===== config.mk =====
export PLATFORM = sky130hd
export DESIGN_NAME = seq_trunc_divider
export DESIGN_NICKNAME = d
export VERILOG_FILES = /design/src/rtl/seq_trunc_divider_pkg.sv /design/src/rtl/div_sub_stage.sv /design/src/rtl/seq_trunc_divider.sv
export SDC_FILE = /design/constraint.sdc
export NUM_CORES = 1
export LEC_CHECK = 0
export CAP_MARGIN = 20
export CORE_MARGIN = 3
export CORE_UTILIZATION = 56
export CTS_CLUSTER_DIAMETER = 60
export DETAILED_ROUTE_END_ITERATION = 10
export GPL_TIMING_DRIVEN = 0
export PLACE_DENSITY = 0.85
export SKIP_LAST_GASP = 1
export SLEW_MARGIN = 20
export SYNTH_ARGS = -nofsm -noshare
export SYNTH_HDL_FRONTEND = slang
export SYNTH_HIERARCHICAL = 1
export SYNTH_SLANG_ARGS = --single-unit

===== constraint.sdc =====
create_clock -name clk -period 5.1 [get_ports clk]
set_input_delay 1.02 -clock clk [delete_from_list [all_inputs] [get_ports clk]]
set_output_delay 1.02 -clock clk [all_outputs]
set_load 0.005 [all_outputs]

===== src/rtl/seq_trunc_divider_pkg.sv =====
// seq_trunc_divider_pkg: shared FSM states, default width and saturation helper for the divider.
package seq_trunc_divider_pkg;

    typedef enum logic [1:0] {IDLE, CALC, ROUND, DONE} state_e;

    localparam int DEF_W = 8;

    function automatic logic [63:0] all_ones(input int w);
        return ~({64{1'b1}} << w);
    endfunction

endpackage


===== src/rtl/div_sub_stage.sv =====
// div_sub_stage: (W+1)-bit compare/subtract built as a ripple of mux-based full adders.
module div_sub_stage
    import seq_trunc_divider_pkg::*;
#(
    parameter int W = DEF_W
) (
    input  logic [W:0]   a_i,
    input  logic [W:0]   b_i,
    output logic [W-1:0] diff_o,
    output logic         q_o
);

    logic [W+1:0] c;
    logic [W-1:0] s;

    assign c[0] = 1'b1;

    // a + ~b + 1: final carry set means a >= b; the top sum bit is always 0 when kept
    for (genvar i = 0; i <= W; i++) begin : g_fa
        logic p;
        assign p = a_i[i] ^ ~b_i[i];
        assign c[i+1] = p ? c[i] : a_i[i];
        if (i < W) begin : g_sum
            assign s[i] = c[i] ? ~p : p;
        end
    end

    assign q_o = c[W+1];
    assign diff_o = q_o ? s : a_i[W-1:0];

endmodule


===== src/rtl/seq_trunc_divider.sv =====
// seq_trunc_divider: radix-2 restoring divider, 2W/W -> W quotient + W remainder, one bit per clock.
// Define SEQ_TRUNC_DIVIDER_ROUND_EN to add a round-to-nearest cycle after the last step.
module seq_trunc_divider
    import seq_trunc_divider_pkg::*;
#(
    parameter int W = DEF_W
) (
    input  logic           clk,
    input  logic           rst,
    input  logic           in_valid,
    output logic           in_ready,
    input  logic [2*W-1:0] dividend,
    input  logic [W-1:0]   divisor,
    output logic           out_valid,
    input  logic           out_ready,
    output logic [W-1:0]   quotient,
    output logic [W-1:0]   remainder,
    output logic           div_by_zero,
    output logic           overflow
);

    localparam int CW = $clog2(W);
    localparam logic [W-1:0] ONES = W'(all_ones(W));

    state_e state_q, state_d;
    logic [W-1:0] r_q, r_d, lo_q, lo_d, dvs_q, dvs_d;
    logic [W-1:0] quo_q, quo_d, rem_q, rem_d;
    logic [CW-1:0] cnt_q, cnt_d;
    logic dbz_q, dbz_d, ovf_q, ovf_d;
    logic [W-1:0] diff;
    logic qb;
`ifdef SEQ_TRUNC_DIVIDER_ROUND_EN
    logic rnd;
`endif

    // lo_q shifts dividend bits out of its top while quotient bits enter at the bottom
    div_sub_stage #(.W(W)) u_sub (
        .a_i    ({r_q, lo_q[W-1]}),
        .b_i    ({1'b0, dvs_q}),
        .diff_o (diff),
        .q_o    (qb)
    );

    always_comb begin
        state_d = state_q;
        r_d = r_q;
        lo_d = lo_q;
        dvs_d = dvs_q;
        cnt_d = cnt_q;
        quo_d = quo_q;
        rem_d = rem_q;
        dbz_d = dbz_q;
        ovf_d = ovf_q;
`ifdef SEQ_TRUNC_DIVIDER_ROUND_EN
        rnd = {r_q, 1'b0} >= {1'b0, dvs_q};
`endif
        case (state_q)
            IDLE: if (in_valid) begin
                dvs_d = divisor;
                lo_d = dividend[W-1:0];
                r_d = dividend[2*W-1:W];
                cnt_d = CW'(W - 1);
                if (divisor == '0 || dividend[2*W-1:W] >= divisor) begin
                    state_d = DONE;
                    quo_d = ONES;
                    rem_d = '0;
                    dbz_d = divisor == '0;
                    ovf_d = divisor != '0;
                end else begin
                    state_d = CALC;
                end
            end
            CALC: begin
                r_d = diff;
                lo_d = {lo_q[W-2:0], qb};
                cnt_d = cnt_q - 1'b1;
                if (cnt_q == '0) begin
`ifdef SEQ_TRUNC_DIVIDER_ROUND_EN
                    state_d = ROUND;
`else
                    state_d = DONE;
                    quo_d = {lo_q[W-2:0], qb};
                    rem_d = diff;
                    dbz_d = 1'b0;
                    ovf_d = 1'b0;
`endif
                end
            end
`ifdef SEQ_TRUNC_DIVIDER_ROUND_EN
            ROUND: begin
                state_d = DONE;
                quo_d = (rnd && lo_q != ONES) ? lo_q + 1'b1 : lo_q;
                rem_d = rnd ? dvs_q - r_q : r_q;
                dbz_d = 1'b0;
                ovf_d = 1'b0;
            end
`endif
            DONE: state_d = out_ready ? IDLE : DONE;
            default: state_d = IDLE;
        endcase
    end

    always_ff @(posedge clk) begin
        if (rst) begin
            state_q <= IDLE;
            r_q <= '0;
            lo_q <= '0;
            dvs_q <= '0;
            cnt_q <= '0;
            quo_q <= '0;
            rem_q <= '0;
            dbz_q <= 1'b0;
            ovf_q <= 1'b0;
        end else begin
            state_q <= state_d;
            r_q <= r_d;
            lo_q <= lo_d;
            dvs_q <= dvs_d;
            cnt_q <= cnt_d;
            quo_q <= quo_d;
            rem_q <= rem_d;
            dbz_q <= dbz_d;
            ovf_q <= ovf_d;
        end
    end

    assign in_ready = state_q == IDLE;
    assign out_valid = state_q == DONE;
    assign quotient = quo_q;
    assign remainder = rem_q;
    assign div_by_zero = dbz_q;
    assign overflow = ovf_q;

endmodule


==> results of run 1 <==
placed cells by master, fill, tap and decap left out, types with 8 or more instances in the layout:
| cell | count |
|---|---|
| and3_1 | 12 |
| clkbuf_1 | 17 |
| inv_1 | 19 |
| nor2_1 | 30 |
| a21oi_1 | 13 |
| xnor2_1 | 8 |
| nand2_1 | 59 |
| dfxtp_1 | 47 |
| clkdlybuf4s50_1 | 46 |
| a311oi_1 | 16 |
| ha_1 | 12 |
worst max-delay path, stage by stage:
cell and delay, ps:
clkdlybuf4s50_1 510, inv_1 70, ha_1 290, a211oi_1 210, nor2_1 90, nor4_2 350
a211o_1 200, buf_6 140, mux2_4 310
area by class of cell:
class	instances	share of cell area, %
inverter	19	2.20
sequential	47	29.1
clock buffer	6	2.55
buffer	18	2.32
clock inverter	2	0.502
multi-input combinational	231	47.1
timing repair buffer	46	14.2
tap	52	2.01
routing by layer:
layer / track usage, % / wire length, µm
met5: 0 / 0
met2: 42.5 / 3350
met4: 6.32 / 29
met3: 6.08 / 377
met1: 33.5 / 2960
through the flow:
step           cell area [µm²]  hold slack, ps  power (µW)  utilization (%)  instances
6_report                  3240             481        1130             72.9        421
2_1_floorplan             2610             440         745                -        315
3_3_place_gp              3140             453         871             70.6        413
4_1_cts                   3240             480        1130             72.9        421
5_1_grt                   3240             504        1190             72.9        421
3_5_place_dp              3140             458         887             70.6        413
power breakdown:
| group | switching [µW] | internal, µW |
|---|---|---|
| Combinational | 218 | 196 |
| Sequential | 50.0 | 421 |
| Clock | 132 | 111 |
| Total | 400 | 728 |
flip-flops by register name, summed over array words and instances, names as in the netlist:
name and count:
quotient 8, state_q 2, div_by_zero 1, remainder 8
dvs_q 8, r_q 8, overflow 1, lo_q 8
cnt_q 3
cells by family (layout without fill, tap and decap cells):
kind of cell             after synthesis  count (layout)  synth area share, %
multiplexers                           2               2                0.957
flip-flops                            47              47                 36.0
XOR/XNOR                              11              11                 3.69
adder cells (fa/ha/maj)               14              14                 6.56
AND/OR/NAND/NOR                      132             132                 24.4
other                                  1               1                0.143
buffers and inverters                 37              91                 5.60
AO/OA/AOI/OAI                         71              71                 22.7
worst min path at each step:
stage / startpoint / endpoint / slack, ps / cells past startpoint
3_3_place_gp: quotient[0] / quotient[0] / 450 / 1
3_5_place_dp: quotient[0] / quotient[0] / 460 / 1
4_1_cts: quotient[0] / quotient[0] / 480 / 1
6_report: quotient[0] / quotient[0] / 480 / 1
2_1_floorplan: dvs_q[0] / dvs_q[0] / 440 / 2
5_1_grt: remainder[6] / remainder[6] / 500 / 1
==> flow_summary.yaml, run 1 <==
synth:
  ys_seq_area_share_pct: 36.0
  synth_area_leaders: "dfxtp_1 (36%), nand2_1 (8.5%), ha_1 (5.7%)"
  yosys.area.top_type_share_pct: 36.0
  yosysUniqueCellTypes: 49
  synthArstFlopShare_pct: 0
  yosysWarnings: 6
  synth_top_area_cell: "dfxtp_1"
  netlist_top_cells_count: "nand2_1 (59), dfxtp_1 (47), nor2_1 (30)"
  synth.most_common_cell: "nand2_1"
  synth-seq-cells: 47
  syn_area_um2: 2610
  synth_ff_type: "dfxtp_1"
  synth_edf_count: 0
  postSynthCellCount: 315
  avgSynthCellArea_um2: 8.30
  syn_nets: 355
clocking:
  postCtsSetupRepairBufs: 0
  cts_resized: 0
  numClockSinks: 47
  cts_root_buf: "clkbuf_8"
  clock_latency_ps: 310
  numCtsBuffers: 5
  cts.path.max_buffers: 2
  htree_levels: 2
  path_clk_slew_ps: 100
  hold_buffers: 0
  cts_tree: "yes"
critical_path:
  critical_path_class: "input pin to flip-flop"
  cp_data_required_time_ps: 5290
  crit_path_start_kind: "input pin"
  ff2ff_path_depth: 11
  endpoint: "overflow"
  critPathMaxFanout: 10
  worstSetupEndpointType: "flip-flop"
  arrival_ps: 3190
  reg2reg_slack_ps: 2110
  rr_startpoint: "lo_q[7]"
  critPathLaunch: "divisor[5]"
  rr_endpoint: "remainder[2]"
pwr:
  peakVddDrop_v: 0.000226
  cellPowerDensity_nw_per_um2: 348
  power.leakage_uw: 0.00131
floorplan:
  initial_core_util_pct: 58.8
  dieArea_um2: 5520
  rows: 24
  die_w_um: 74.3
  fp.dieH_um: 74.3
  pin_count: 48
  core_um2: 4440
cells_and_area:
  n_antenna_cell: 0
  syn2layout_area_growth_pct: 23.9
  multiInputGateArea_um2: 1530
  nets: 408
  drive_above_1_share_pct: 9.76
  layout.filler_cells: 355
  seqCellArea_um2: 941
routing:
  drcViolationCount: 0
  drt_iter0_markers: 136
  wirelength_um: 6720
  final_antenna_net_count: 0
  dr.pass1.iters: 4
  avgViaCountPerCell: 5.89
  vias: 2479
  routedWlPerCell_um: 16.0
global_route:
  grt_max_degree: 16
  track_usage_pct: 25.5
  grt_pass1_vias: 2384
  overflow: 0
  antenna_found_initial: 0
  grt_pass1_wl_um: 10900
hold_path:
  hold_path_class: "flip-flop to flip-flop"
placed_design:
  io_buffers: 46
  place.gp.congestion: 0.885
  place_ws_ps: 1780
  dp_hpwl_um: 5190
timing:
  final.period_utilization_pct: 58.9
  final.setup_skew_ps: 11.9
  max_slew.worst_pin.slew_ps: 609
  rsz0062_at_grt: "no"
  post-route-min-period_ps: 3000
  hold_viol_final: 0
  slew_headroom_pct: 59.3
  tns_ps: 0
  drv_slew: 0
  fmax_mhz: 333
  fin_ws_ps: 2100
  setup_viol: 0
status:
  status: "finished, final reports clean"
flow_run:
  drv_cap: 0
(Power assumes the default switching activity.)
==> inputs of run 2 (changes only) <==
- CORE_UTILIZATION: 56 -> 52
- PLACE_DENSITY: 0.85 -> 0.79
- clock period: 5.1 -> 3.15 ns (I/O delays scaled with it)
==> run 2 against run 1 <==
Effect of this change:
- sequential cell count unchanged
- sequential share of layout area fell by 0.72 points
- first-iteration DRC count is 13% higher
- largest cell class unchanged
==> flow_summary.yaml, run 2 (same netlist as run 1, synthesis figures left out) <==
routing:
  vias: 2493
  routedWlPerCell_um: 15.4
  wirelength_um: 6740
  avgViaCountPerCell: 5.72
  drt_iter0_markers: 153
  drcViolationCount: 0
  final_antenna_net_count: 0
  dr.pass1.iters: 5
timing:
  final.setup_skew_ps: 7.46
  slew_headroom_pct: 60.2
  drv_slew: 0
  fin_ws_ps: 116
  post-route-min-period_ps: 3030
  fmax_mhz: 330
  whs_ps: 478
  max_slew.worst_pin.slew_ps: 595
  rsz0062_at_grt: "yes"
  hold_viol_final: 0
  setup_viol: 0
  final.period_utilization_pct: 96.3
global_route:
  track_usage_pct: 23.3
  antenna_found_initial: 0
  grt_pass1_wl_um: 11300
  grt_pass1_vias: 2349
  grt_max_degree: 17
  overflow: 0
critical_path:
  path_buf_inv: 1
  cp_slowest_cell: "or3b_4"
  reg2reg_slack_ps: 120
  rr_startpoint: "lo_q[7]"
  crit_path_start_kind: "flip-flop"
  critical_path.cell_chain: "inv_1 -> ha_1 -> a21boi_2 -> o31ai_4 -> maj3_2 -> or3b_4 -> a221oi_4 -> nand2_1 -> xnor2_2 -> and3_1 -> a31o_2"
  arrival_ps: 3230
  ff2ff_path_depth: 11
  crit_path_max_incr_delay_ps: 440
  cp_data_required_time_ps: 3350
  critPathLaunch: "lo_q[7]"
  critPathMaxFanout: 7
  critical_path.top_delay_family: "compound AO/OA/AOI/OAI gates"
  worstSetupEndpointType: "flip-flop"
  rr_endpoint: "remainder[2]"
  critical_path_class: "flip-flop to flip-flop"
hold_path:
  min_to: "quotient[0]"
  min_from: "quotient[0]"
  min_path_cells: 1
  hold_path_class: "flip-flop to flip-flop"
placed_design:
  place.gp.congestion: 0.856
  placed_area_um2: 3160
  io_buffers: 46
  dp_hpwl_um: 5090
  place_ws_ps: 164
floorplan:
  fp.dieH_um: 76.9
  pin_count: 48
  die_w_um: 76.9
  dieArea_um2: 5910
  rows: 25
  initial_core_util_pct: 54.6
  core_um2: 4790
cells_and_area:
  mostFrequentLayoutCells: "nand2_1 (59), dfxtp_1 (47), clkdlybuf4s50_1 (46)"
  drive_above_1_share_pct: 11.7
  n_antenna_cell: 0
  layout.filler_cells: 411
  syn2layout_area_growth_pct: 27.0
  final_common_cell: "nand2_1"
  fin_area_um2: 3320
  nets: 408
  final_util_pct: 69.4
clocking:
  path_clk_slew_ps: 90
  numClockSinks: 47
  numCtsBuffers: 5
  cts.path.max_buffers: 2
  postCtsSetupRepairBufs: 0
  cts_root_buf: "clkbuf_8"
  cts_tree: "yes"
  hold_buffers: 0
  htree_levels: 2
  clock_latency_ps: 290
flow_run:
  drv_cap: 0
pwr:
  power.total_uw: 1920
  power.leakage_uw: 0.00136
  cellPowerDensity_nw_per_um2: 577
  peakVddDrop_v: 0.000485
status:
  status: "finished, final reports clean"
-- run 2: changes by cell type in the layout (fill, tap and decap cells not counted) --
cell        previous run  this run
bufinv_16              0         1
inv_6                  0         1
a311oi_1              16        15
xnor2_2                0         5
clkinvlp_4             1         0
clkbuf_8               6         5
a311oi_2               0         1
nor2_1                30        29
xnor2_1                8         3
nor2_2                 0         1
-- run 2: per-stage QoR --
step / setup TNS [ps] / std cells
after global placement: 0 / 428
after floorplan: 0 / 315
after detailed placement: 0 / 428
final: 0 / 436
after global routing: -21.8 / 436
after CTS: 0 / 436
-- run 2: repair_timing --
item	in CTS	in global routing
endpoints found under the setup margin	0	9
gates resized for setup	0	7
endpoints found under the hold margin	0	0
-- run 2: worst max-delay path by stage --
stage	depth (start not counted)	endpoint	slack, ps
after floorplan	11	remainder[7]	430
after global placement	11	remainder[2]	230
after detailed placement	11	r_q[3]	160
after CTS	11	r_q[3]	110
after global routing	11	remainder[5]	-10
final	11	remainder[2]	120
-- run 2: power by group --
group / internal (µW) / total [µW] / switching (µW)
Sequential: 681 / 766 / 85.0
Combinational: 336 / 698 / 362
Clock: 241 / 451 / 210
Total: 1260 / 1920 / 658
-- run 2: layout make-up --
cell class / count / area (µm²) / area share, %
multi-input combinational: 231 / 1570 / 47.4
sequential: 47 / 941 / 28.3
clock buffer: 5 / 68.8 / 2.07
clock inverter: 3 / 47.5 / 1.43
buffer: 18 / 75.1 / 2.26
timing repair buffer: 46 / 460 / 13.9
inverter: 19 / 71.3 / 2.15
tap: 67 / 83.8 / 2.52
-- run 2: routing by layer --
metal / track usage, % / wire [µm] / vias to the layer above / share of wire, %
met5: 0 / 0 / - / 0
met4: 3.99 / 30 / 0 / 0.45
met3: 4.46 / 339 / 2 / 5.0
met2: 38.5 / 3150 / 76 / 47
met1: 32.0 / 3220 / 1193 / 48
li1: - / - / 1222 / -
